==> src/rtl/uc_multiciclo.sv <==
// Multi-cycle control unit for the 64-bit datapath (PC, IMEM, IR, RF, ULA, RAM, muxes).
// Sequences fetch/decode/execute/writeback for ld, sd, add, sub, addi.
// Optional macro UC_ILLEGAL_TRAP_EN: illegal opcodes trap into a sticky halt state
// instead of retiring as NOPs.
module uc_multiciclo #(
    parameter int unsigned PC_RESET = 0,
    parameter int unsigned PC_MAX   = 31
) (
    input  logic        clk,
    input  logic        reset_n,
    input  logic        run,
    input  logic [31:0] saida_IR,
    output logic        load_PC,
    output logic [63:0] PCres,
    output logic        load_IR,
    output logic [4:0]  Ra,
    output logic [4:0]  Rb,
    output logic [4:0]  Rw,
    output logic        we,
    output logic        we_ram,
    output logic        we_mi,
    output logic [63:0] entrada_mux_add_sub,
    output logic        decisor0,
    output logic        decisor1,
    output logic        decisor2,
    output logic        somador_subtrator,
    output logic        instr_done,
    output logic        illegal,
    output logic [2:0]  estado
);

    localparam int unsigned PcW = (PC_MAX < 1) ? 1 : $clog2(PC_MAX + 1);

    typedef enum logic [2:0] {
        StFetch  = 3'd0,
        StImem   = 3'd1,
        StIr     = 3'd2,
        StDecode = 3'd3,
        StExec   = 3'd4,
        StWb     = 3'd5,
        StHalt   = 3'd6
    } state_e;

    typedef enum logic [2:0] {ClsNop, ClsLd, ClsSd, ClsR, ClsI} cls_e;

    state_e         state_q, state_d;
    logic [PcW-1:0] pc_q, pc_d;
    logic [4:0]     rd_q, rd_d, rs1_q, rs1_d, rs2_q, rs2_d;
    logic [63:0]    imm_q, imm_d;
    logic           sub_q, sub_d;
    cls_e           cls_q, cls_d;
`ifdef UC_ILLEGAL_TRAP_EN
    logic           illegal_q, illegal_d;
`endif

    logic [6:0]  opcode, funct7;
    logic [2:0]  funct3;
    cls_e        cls_dec;
    logic [63:0] imm_dec;
    logic        retire;

    assign opcode = saida_IR[6:0];
    assign funct3 = saida_IR[14:12];
    assign funct7 = saida_IR[31:25];

    // Classify the instruction held in IR; anything outside the subset is ClsNop.
    always_comb begin
        cls_dec = ClsNop;
        if (opcode == 7'b0000011 && funct3 == 3'b011) begin
            cls_dec = ClsLd;
        end else if (opcode == 7'b0100011 && funct3 == 3'b011) begin
            cls_dec = ClsSd;
        end else if (opcode == 7'b0110011 && funct3 == 3'b000 &&
                     (funct7 == 7'b0000000 || funct7 == 7'b0100000)) begin
            cls_dec = ClsR;
        end else if (opcode == 7'b0010011 && funct3 == 3'b000) begin
            cls_dec = ClsI;
        end
        imm_dec = (cls_dec == ClsSd) ?
                  {{52{saida_IR[31]}}, saida_IR[31:25], saida_IR[11:7]} :
                  {{52{saida_IR[31]}}, saida_IR[31:20]};
    end

    // Loads retire from WB; everything else that reaches EXEC retires there.
    assign retire = (state_q == StExec && cls_q != ClsLd) || (state_q == StWb);

    // Next-state, decode capture and PC advance.
    always_comb begin
        state_d = state_q;
        pc_d    = pc_q;
        rd_d    = rd_q;
        rs1_d   = rs1_q;
        rs2_d   = rs2_q;
        imm_d   = imm_q;
        sub_d   = sub_q;
        cls_d   = cls_q;
`ifdef UC_ILLEGAL_TRAP_EN
        illegal_d = illegal_q;
`endif
        case (state_q)
            StFetch:  if (run) state_d = StImem;
            StImem:   state_d = StIr;
            StIr:     state_d = StDecode;
            StDecode: begin
                rd_d    = saida_IR[11:7];
                rs1_d   = saida_IR[19:15];
                rs2_d   = saida_IR[24:20];
                imm_d   = imm_dec;
                sub_d   = saida_IR[30];
                cls_d   = cls_dec;
                state_d = StExec;
`ifdef UC_ILLEGAL_TRAP_EN
                if (cls_dec == ClsNop) begin
                    state_d   = StHalt;
                    illegal_d = 1'b1;
                end
`endif
            end
            StExec:   state_d = (cls_q == ClsLd) ? StWb : StFetch;
            StWb:     state_d = StFetch;
            StHalt:   state_d = StHalt;
            default:  state_d = StFetch;
        endcase
        if (retire) begin
            pc_d = (pc_q == PcW'(PC_MAX)) ? '0 : pc_q + PcW'(1);
        end
    end

    // State registers with synchronous active-low reset.
    always_ff @(posedge clk) begin
        if (!reset_n) begin
            state_q <= StFetch;
            pc_q    <= PcW'(PC_RESET);
            rd_q    <= '0;
            rs1_q   <= '0;
            rs2_q   <= '0;
            imm_q   <= '0;
            sub_q   <= 1'b0;
            cls_q   <= ClsNop;
`ifdef UC_ILLEGAL_TRAP_EN
            illegal_q <= 1'b0;
`endif
        end else begin
            state_q <= state_d;
            pc_q    <= pc_d;
            rd_q    <= rd_d;
            rs1_q   <= rs1_d;
            rs2_q   <= rs2_d;
            imm_q   <= imm_d;
            sub_q   <= sub_d;
            cls_q   <= cls_d;
`ifdef UC_ILLEGAL_TRAP_EN
            illegal_q <= illegal_d;
`endif
        end
    end

    // Datapath controls from the current state and decoded fields.
    always_comb begin
        load_PC             = 1'b0;
        PCres               = '0;
        load_IR             = 1'b0;
        Ra                  = '0;
        Rb                  = '0;
        Rw                  = '0;
        we                  = 1'b0;
        we_ram              = 1'b0;
        entrada_mux_add_sub = '0;
        decisor0            = 1'b0;
        decisor1            = 1'b0;
        decisor2            = 1'b0;
        somador_subtrator   = 1'b0;
        case (state_q)
            StFetch: if (run) begin
                load_PC = 1'b1;
                PCres   = {{(64-PcW){1'b0}}, pc_q};
            end
            StIr: load_IR = 1'b1;
            StExec: case (cls_q)
                ClsR: begin
                    Ra = rs1_q; Rb = rs2_q; Rw = rd_q;
                    decisor1          = 1'b1;
                    somador_subtrator = sub_q;
                    we                = (rd_q != 5'd0);
                end
                ClsI: begin
                    Ra = rs1_q; Rw = rd_q;
                    entrada_mux_add_sub = imm_q;
                    decisor0 = 1'b1;
                    decisor1 = 1'b1;
                    we       = (rd_q != 5'd0);
                end
                ClsLd: begin
                    Ra = rs1_q; Rw = rd_q;
                    entrada_mux_add_sub = imm_q;
                    decisor0 = 1'b1;
                    decisor1 = 1'b1;
                    decisor2 = 1'b1;
                end
                ClsSd: begin
                    // Data comes out of port A, base address out of port B.
                    Ra = rs2_q; Rb = rs1_q;
                    entrada_mux_add_sub = imm_q;
                    decisor0 = 1'b1;
                    we_ram   = 1'b1;
                end
                default: ;
            endcase
            StWb: begin
                Ra = rs1_q; Rw = rd_q;
                entrada_mux_add_sub = imm_q;
                decisor2 = 1'b1;
                we       = (rd_q != 5'd0);
            end
            default: ;
        endcase
        // No write of any kind may happen on a reset edge.
        if (!reset_n) begin
            load_PC = 1'b0;
            load_IR = 1'b0;
            we      = 1'b0;
            we_ram  = 1'b0;
        end
    end

    assign instr_done = retire & reset_n;
    assign we_mi      = 1'b0;
    assign estado     = state_q;
`ifdef UC_ILLEGAL_TRAP_EN
    assign illegal = illegal_q;
`else
    assign illegal = 1'b0;
`endif

endmodule

==> config.mk <==
export PLATFORM = sky130hd
export DESIGN_NAME = uc_multiciclo
export DESIGN_NICKNAME = d
export VERILOG_FILES = /design/src/rtl/uc_multiciclo.sv
export SDC_FILE = /design/constraint.sdc
export NUM_CORES = 1
export LEC_CHECK = 0
export ABC_AREA = 1
export CORE_AREA = 2 2 73 75
export CTS_CLUSTER_DIAMETER = 120
export DETAILED_ROUTE_END_ITERATION = 8
export DIE_AREA = 0 0 75 77
export DONT_BUFFER_PORTS = 1
export PLACE_DENSITY = 0.75
export SETUP_SLACK_MARGIN = 0.02
export SLEW_MARGIN = 30
export SYNTH_ARGS = -nofsm -noshare
export SYNTH_HDL_FRONTEND = slang
export SYNTH_SLANG_ARGS = --single-unit
export TNS_END_PERCENT = 30
==> constraint.sdc <==
create_clock -name clk -period 6.6 [get_ports clk]
set_clock_uncertainty 0.1 [all_clocks]
set_input_delay 0.66 -clock clk [delete_from_list [all_inputs] [get_ports clk]]
set_output_delay 0.66 -clock clk [all_outputs]
set_load 0.005 [all_outputs]
==> results.toml, run 1 <==
[run_status]
status = "complete, no violations"

[power_and_ir_drop]
p_leak_nw = 1.01
finalPower_w = 0.000554
powerDensity_nw_per_um2 = 219
vdd_drop_max_v = 0.000144

[clock_tree]
clkTransAtPathRegs_ns = 0.08
cts_tree = "done"
clock_latency_ns = 0.29
cts_hold_buf = 0
cts_num_sinks = 38
ctsResizeCount = 0
cts_setup_buffers = 0
cts_root_buf = "clkbuf_8"
ctsHtreeMaxLevel = 2
cts_buffer_depth = 2
cts_inserted_buffers = 5

[logic_synthesis]
avgSynthCellArea_um2 = 7.08
synth-edff-count = 0
ys_ff_latch = 38
synth_area_leader_cell = "buf_4"
synth_cells = 417
yosysUniqueCellTypes = 34
synth-async-reset-ratio = 0
ys.flop_type = "dfxtp_1"
ys_top_cells_by_area = "buf_4 29%, dfxtp_1 26%, a21oi_1 5.9%, inv_1 5.5%, nor2_1 5.3%"
synth_area_um2 = 2950
ys_seq_area_frac = 0.258
yosys_warnings = 0
synth_top_area_frac = 0.287

[global_routing]
grt_pass1_wl_um = 8440
antenna_found_initial = 0
grt_max_degree = 50
grt_pass1_vias = 1820
grt_overflow_total = 0
grtUsageTotal = 0.189

[sta]
relSlewSlack = 0.546
setup_viol_count_final = 0
post-route-min-period_ns = 3.16
fmax_mhz = 316
tns_ns = 0
drv_slew = 0
finalCritPeriodShare = 0.479
tightest_slew_ns = 0.677
final-hold-violation-count = 0
rsz0062_at_grt = "false"

[floorplanning]
design.core.area_um2 = 4980
io_pins = 192
start_util = 0.593
dieWidth_um = 75
placementRows = 26
die_area_um2 = 5780
fp.dieH_um = 77

[finish]
drive_above_1_share = 0.0942
final_area_um2 = 2530
area_delta_synth_final_pct = -14.3
antenna_cells = 0
fin_util = 0.508
nets = 397
multiInputGateArea_um2 = 1310
regArea_um2 = 761
final_cells = 431
nFillCells = 498

[placement]
postPlaceCellArea_um2 = 2390
portBuffers = 0
dp_hpwl_um = 4300
dpl.cell_count = 423
place_congestion = 0.808

[critical_path]
end_kind = "primary output"
crit_type = "flip-flop to primary output"
critPathArrivalTime_ns = 2.40
cp_max_fo = 45
rrSetupSlack_ns = 4.76
crit_path_max_incr_delay_ns = 0.61
cp_num_buf_inv = 3
crit_required_ns = 5.84
path_cells = "bufinv_8, nand2_8, inv_6, nand2_4, o21ai_2, a21oi_4, nor2_4, buf_16"
cp_top_family = "flip-flops"
r2r_end = "cls_q[2]$_SDFFE_PN0P_"
cp_slowest_cell = "dfxtp_1"
r2r_cells = 5
reg2reg_from = "estado[0]$_SDFFE_PN0P_"
cp-start-kind = "flip-flop"

[detailed_routing]
drc = 0
ant_nets = 0
wl_um = 5480
dr.pass1.iters = 4
drt_iter0_drc = 44
route.vias.total = 2083
viasPerCell = 4.83
wl_per_cell_um = 12.7

[min_path]
min_to = "imm_q[8]$_SDFFE_PN0P_"
hold_path_depth = 2
hold_path.startpoint = "imm_q[8]$_SDFFE_PN0P_"
hold_class = "flip-flop to flip-flop"

[run]
cap_violations = 0
## logic make-up (layout without fill, tap and decap cells)
logic type               Yosys count  in the layout  share of synthesized area
other                              1             61                    0.00127
buffers and inverters            172             56                      0.377
AND/OR/NAND/NOR                  124            124                      0.200
AO/OA/AOI/OAI                     80             80                      0.156
flip-flops                        38             38                      0.258
adder cells (fa/ha/maj)            2              2                    0.00848
## cell usage after synthesis (2+ instances only)
| library cell | number |
|---|---|
| a21oi_1 | 35 |
| buf_1 | 2 |
| nor3_1 | 8 |
| ha_1 | 2 |
| clkbuf_1 | 4 |
| nand3_1 | 25 |
| nor2_1 | 42 |
| nand2_1 | 32 |
| inv_1 | 43 |
| a22oi_1 | 5 |
| nand4_1 | 2 |
| buf_4 | 113 |
| a31oi_1 | 2 |
| dfxtp_1 | 38 |
| o21ai_2 | 3 |
| o21ai_0 | 30 |
| nor2_2 | 10 |
| buf_2 | 5 |
## metal layers
layer / share of wire / global-route usage / vias to the layer above
met2: 0.50 / 0.306 / 84
met3: 0.078 / 0.0604 / 7
met5: 0 / 0 / -
li1: - / - / 1042
met4: 0.013 / 0.0750 / 0
met1: 0.41 / 0.228 / 950
## report_power, final
| part | total [W] | switching, W | internal (W) |
|---|---|---|---|
| clock | 0.000246 | 0.0000849 | 0.000161 |
| combinational | 0.0000569 | 0.0000395 | 0.0000174 |
| sequential | 0.000250 | 0.00000990 | 0.000241 |
| total | 0.000554 | 0.000134 | 0.000419 |
## cell usage in the layout (no fill, tap or decap), drive strengths merged, types with 5 or more instances in the layout
cell | synthesis | routed
dfxtp | 38 | 38
conb | 1 | 61
nand3 | 25 | 25
nor2 | 53 | 53
o21ai | 35 | 35
nor3 | 8 | 8
a22oi | 5 | 5
inv | 45 | 45
nand2 | 34 | 34
a21oi | 36 | 36
clkbuf | 4 | 6
## per-stage QoR
step                hold slack, ns  setup WS (ns)
global route                 0.374           3.23
finish                       0.356           3.44
floorplan                    0.330           3.35
CTS                          0.358           3.38
global placement             0.342           3.52
detailed placement           0.346           3.71
## worst min-delay path, cell delays in order, from the launching register on
cell and delay [ns]:
dfxtp_1 0.30, inv_1 0.06, a21oi_1 0.06
## final cells by class
type,count,share of cell area
clock buffers,6,0.0326
flip-flops and latches,38,0.301
well taps,70,0.0346
multi-input cells,267,0.519
inverters,46,0.0757
repair buffers,2,0.0138
clock inverters,2,0.0237
## worst max path at each step
stage                     slack (ns)                   start  cells past startpoint                 endpoint
final                           3.44  estado[0]$_SDFFE_PN0P_                      8  entrada_mux_add_sub[15]
after global routing            3.23   cls_q[1]$_SDFFE_PN0P_                      7  entrada_mux_add_sub[15]
after CTS                       3.38  estado[0]$_SDFFE_PN0P_                      8  entrada_mux_add_sub[15]
after detailed placement        3.71  estado[0]$_SDFFE_PN0P_                      8  entrada_mux_add_sub[15]
after global placement          3.52   cls_q[1]$_SDFFE_PN0P_                      7  entrada_mux_add_sub[15]
after floorplan                 3.35  estado[2]$_SDFFE_PN0P_                     10  entrada_mux_add_sub[12]
## registers in the layout, indices dropped and copies added (netlist names)
register and cells:
cls_q 3, rs1_q 5, rs2_q 5, pc_q 5, rd_q 5, imm_q 12
estado 3
(Power assumes the default switching activity.)
==> inputs of run 2 (changes only) <==
clock period = 3.2 ns   (was 6.6 ns; I/O delays follow)
==> run 2 against run 1 <==
Register-to-register slack lost 3.4 ns. Design area grew 0.40%. Sequential share of layout area shrank 0.12 points. Critical endpoint unchanged. Largest cell class unchanged.
==> results.toml, run 2 (same netlist as run 1, synthesis figures left out) <==
[floorplanning]
io_pins = 192
fp.dieH_um = 77
design.core.area_um2 = 4980
die_area_um2 = 5780
placementRows = 26
start_util = 0.593
dieWidth_um = 75

[clock_tree]
cts_buffer_depth = 2
clock_latency_ns = 0.30
cts_tree = "done"
clkTransAtPathRegs_ns = 0.08
cts_num_sinks = 38
cts_root_buf = "clkbuf_8"
ctsResizeCount = 0
cts_hold_buf = 0
cts_inserted_buffers = 5
ctsHtreeMaxLevel = 2
cts_setup_buffers = 0

[global_routing]
grt_pass1_vias = 1848
grt_overflow_total = 0
antenna_found_initial = 0
grt_pass1_wl_um = 8600
grtUsageTotal = 0.193
grt_max_degree = 50

[sta]
relSlewSlack = 0.637
fin_ws_ns = 0.511
final-hold-violation-count = 0
tightest_slew_ns = 0.543
finalCritPeriodShare = 0.840
rsz0062_at_grt = "false"
drv_slew = 0
post-route-min-period_ns = 2.69
setup_viol_count_final = 0
tns_ns = 0
fmax_mhz = 372

[critical_path]
critPathArrivalTime_ns = 2.27
crit_required_ns = 2.78
cp_max_fo = 45
end_kind = "primary output"
rrSetupSlack_ns = 1.33
cp-start-kind = "flip-flop"
crit_type = "flip-flop to primary output"

[power_and_ir_drop]
p_int_w = 0.000865
seq_power_share = 0.451
combPwrFrac = 0.103
switching_share = 0.245
p_leak_nw = 1.02
vdd_drop_max_v = 0.000237
powerDensity_nw_per_um2 = 451
power.switching_w = 0.000281
power_frac_clock = 0.446

[finish]
final_common_cell = "conb_1"
nets = 399
fin_util = 0.510
largest_reg_flops = 12
max_flop_register = "imm_q"
mostFrequentLayoutCells = "61 x conb_1, 43 x inv_1, 42 x nor2_1"
drive_above_1_share = 0.0964
antenna_cells = 0
area_delta_synth_final_pct = -13.9

[detailed_routing]
wl_um = 5580
wl_per_cell_um = 12.9
viasPerCell = 4.88
route.vias.total = 2112
drc = 0
drt_iter0_drc = 66
dr.pass1.iters = 4
ant_nets = 0

[run_status]
status = "complete, no violations"

[placement]
portBuffers = 0
dp_hpwl_um = 4280
place_congestion = 0.812
preCtsSetupSlack_ns = 0.792

[min_path]
hold_class = "input port to flip-flop"

[run]
cap_violations = 0
==> run 2: metrics by stage <==
stage	instance area [um2]	std cells	hold WS (ns)	power [W]
floorplan	3180	477	0.330	0.000686
global placement	2400	425	0.343	0.000641
detailed placement	2400	425	0.346	0.000645
CTS	2540	433	0.0447	0.00116
global route	2540	433	0.0517	0.00120
finish	2540	433	0.0578	0.00115
==> run 2: layout make-up <==
type | instances | area, um2
inverter | 46 | 191
clock inverter | 2 | 60.1
multi-input combinational | 267 | 1310
sequential | 38 | 761
clock buffer | 6 | 82.6
fill | 514 | 2440
timing repair buffer | 4 | 50.0
tap | 70 | 87.6
==> run 2: power groups by stage <==
stage	Clock [W]	Combinational, W	Sequential, W
global placement	0	0.000114	0.000527
global route	0.000544	0.000137	0.000520
CTS	0.000524	0.000117	0.000517
detailed placement	0	0.000117	0.000528
floorplan	0	0.000166	0.000520
finish	0.000511	0.000118	0.000517
==> run 2: worst max-delay path, stage by stage, from the launching register on <==
cell      delay [ns]
dfxtp_1         0.59
bufinv_8        0.29
nand2_8         0.10
inv_6           0.05
nand2_4         0.05
o21ai_2         0.09
a21oi_4         0.45
nor2_4          0.08
buf_16          0.23
==> run 2: path summary, 6_finish.rpt <==
path / startpoint / depth (start not counted) / end
max: estado[0]$_SDFFE_PN0P_ / 8 / entrada_mux_add_sub[15]
min reg2reg: imm_q[8]$_SDFFE_PN0P_ / 2 / imm_q[8]$_SDFFE_PN0P_
min: reset_n / 2 / rs2_q[1]$_SDFFE_PN0P_
max reg2reg: estado[0]$_SDFFE_PN0P_ / 5 / cls_q[2]$_SDFFE_PN0P_
==> run 2: metal layers <==
metal / GRT usage / vias to the layer above / share of wire
li1: - / 1051 / -
met3: 0.0604 / 7 / 0.090
met5: 0 / - / 0
met2: 0.316 / 95 / 0.49
met1: 0.234 / 959 / 0.40
met4: 0.0696 / 0 / 0.013
==> inputs of run 3 (changes only) <==
CORE_AREA = not set   (was 2 2 73 75)
CORE_MARGIN = 2   (was not set)
CORE_UTILIZATION = 58   (was not set)
DIE_AREA = not set   (was 0 0 75 77)
PLACE_DENSITY = 0.76   (was 0.75)
clock period = 2.3 ns   (was 3.2 ns; I/O delays follow)
==> run 3 against run 2 <==
Clock power rose by 14%. Sequential cell count did not move. Sequential share of layout area fell by 0.32 points. Cell count rose by 0.92%. Setup slack got worse by 0.33 ns. Design area rose by 1.4%. Register-to-register slack got worse by 0.75 ns. Utilization rose by 2.4 points. Via count rose by 1.3%. Combinational power rose by 53%. First-iteration DRC count rose by 36%. Die area fell by 1.7%. Largest cell class unchanged. Largest power group unchanged.
==> results.toml, run 3 (same netlist as run 1, synthesis figures left out) <==
[clock_tree]
cts_buffer_depth = 2
cts_tree = "done"
cts_inserted_buffers = 5
cts_num_sinks = 38
clock_latency_ns = 0.29
ctsHtreeMaxLevel = 2
cts_root_buf = "clkbuf_8"
clkTransAtPathRegs_ns = 0.08

[power_and_ir_drop]
p_leak_nw = 1.03
finalPower_w = 0.00148
powerDensity_nw_per_um2 = 575
vdd_drop_max_v = 0.000388

[sta]
fin_ws_ns = 0.178
tns_ns = 0
hold_ws_ns = 0.00758
post-route-min-period_ns = 2.12
setup_viol_count_final = 0
finalCritPeriodShare = 0.922
fmax_mhz = 471
tightest_slew_ns = 0.817
final-hold-violation-count = 0
relSlewSlack = 0.454
drv_slew = 0
rsz0062_at_grt = "false"

[finish]
max_flop_register = "imm_q"
mostFrequentLayoutCells = "61 x conb_1, 43 x inv_1, 42 x nor2_1"
area_delta_synth_final_pct = -12.7
largest_reg_flops = 12
drive_above_1_share = 0.116
final_area_um2 = 2580
antenna_cells = 0
final_common_cell = "conb_1"
nets = 406

[placement]
postPlaceCellArea_um2 = 2430
preCtsSetupSlack_ns = 0.480
place_congestion = 0.824
portBuffers = 0
dp_hpwl_um = 4420

[global_routing]
antenna_found_initial = 0
grt_pass1_vias = 1916
grtUsageTotal = 0.208
grt_pass1_wl_um = 8990
grt_max_degree = 50
grt_overflow_total = 0

[critical_path]
crit_required_ns = 1.97
end_kind = "primary output"
critPathArrivalTime_ns = 1.79
reg2reg_from = "estado[0]$_SDFFE_PN0P_"
cp-start-kind = "flip-flop"
startpoint = "cls_q[1]$_SDFFE_PN0P_"
crit_type = "flip-flop to primary output"
cp_max_fo = 43

[floorplanning]
io_pins = 192
placementRows = 25
design.core.area_um2 = 4820
fp.dieH_um = 75.3
dieWidth_um = 75.3
die_area_um2 = 5680
start_util = 0.613

[run]
cap_violations = 0

[min_path]
hold_path.startpoint = "reset_n"
hold_class = "input port to flip-flop"

[detailed_routing]
dr.pass1.iters = 4
viasPerCell = 4.90
drt_iter0_drc = 90
ant_nets = 0
route.vias.total = 2140
drc = 0
wl_um = 5910
wl_per_cell_um = 13.5

[run_status]
status = "complete, no violations"
run 3: final timing paths:
kind / end / slack, ns / cells past startpoint
max reg2reg: imm_q[1]$_SDFFE_PN0P_ / 0.58 / 6
max: entrada_mux_add_sub[56] / 0.18 / 7
min: rd_q[2]$_SDFFE_PN0P_ / 0.008 / 2
min reg2reg: imm_q[7]$_SDFFE_PN0P_ / 0.36 / 2
run 3: routing by layer:
layer | GRT usage | up-vias | wire [um]
met4 | 0.0468 | 0 | 46
met1 | 0.250 | 969 | 2340
li1 | - | 1056 | -
met5 | 0 | - | 0
met2 | 0.357 | 109 | 2940
met3 | 0.0741 | 6 | 583
run 3: timing repair:
item                                    CTS  global route
setup buffers                             0             3
hold buffers                              1             0
resized for setup                         0             1
endpoints found under the hold margin    26             0
endpoints found under the setup margin    0            34
run 3: cell type report:
class	instances	area, um2
fill	483	2240
multi-input combinational	267	1320
sequential	38	763
inverter	46	185
timing repair buffer	11	115
tap	67	83.8
clock buffer	5	68.8
clock inverter	3	45.0
run 3: critical path, stage by stage (launching register included):
cell and delay [ns]:
dfxtp_1 0.39, inv_1 0.08, nor3_1 0.36, nand2_4 0.10, o21ai_4 0.09, a21oi_4 0.07, nor2_4 0.11, clkbuf_16 0.28
run 3: power by group:
part / leakage, nW / total [W] / switching [W] / internal (W)
logic: 0.676 / 0.000181 / 0.000128 / 0.0000522
clock network: 0.0504 / 0.000584 / 0.000261 / 0.000323
registers: 0.309 / 0.000717 / 0.0000264 / 0.000691
total: 1.03 / 0.00148 / 0.000416 / 0.00107
run 3: metrics by stage:
step | std cells | utilization
after floorplan | 477 | -
after global placement | 425 | 0.505
after detailed placement | 425 | 0.505
after CTS | 434 | 0.531
after global routing | 437 | 0.535
final | 437 | 0.535
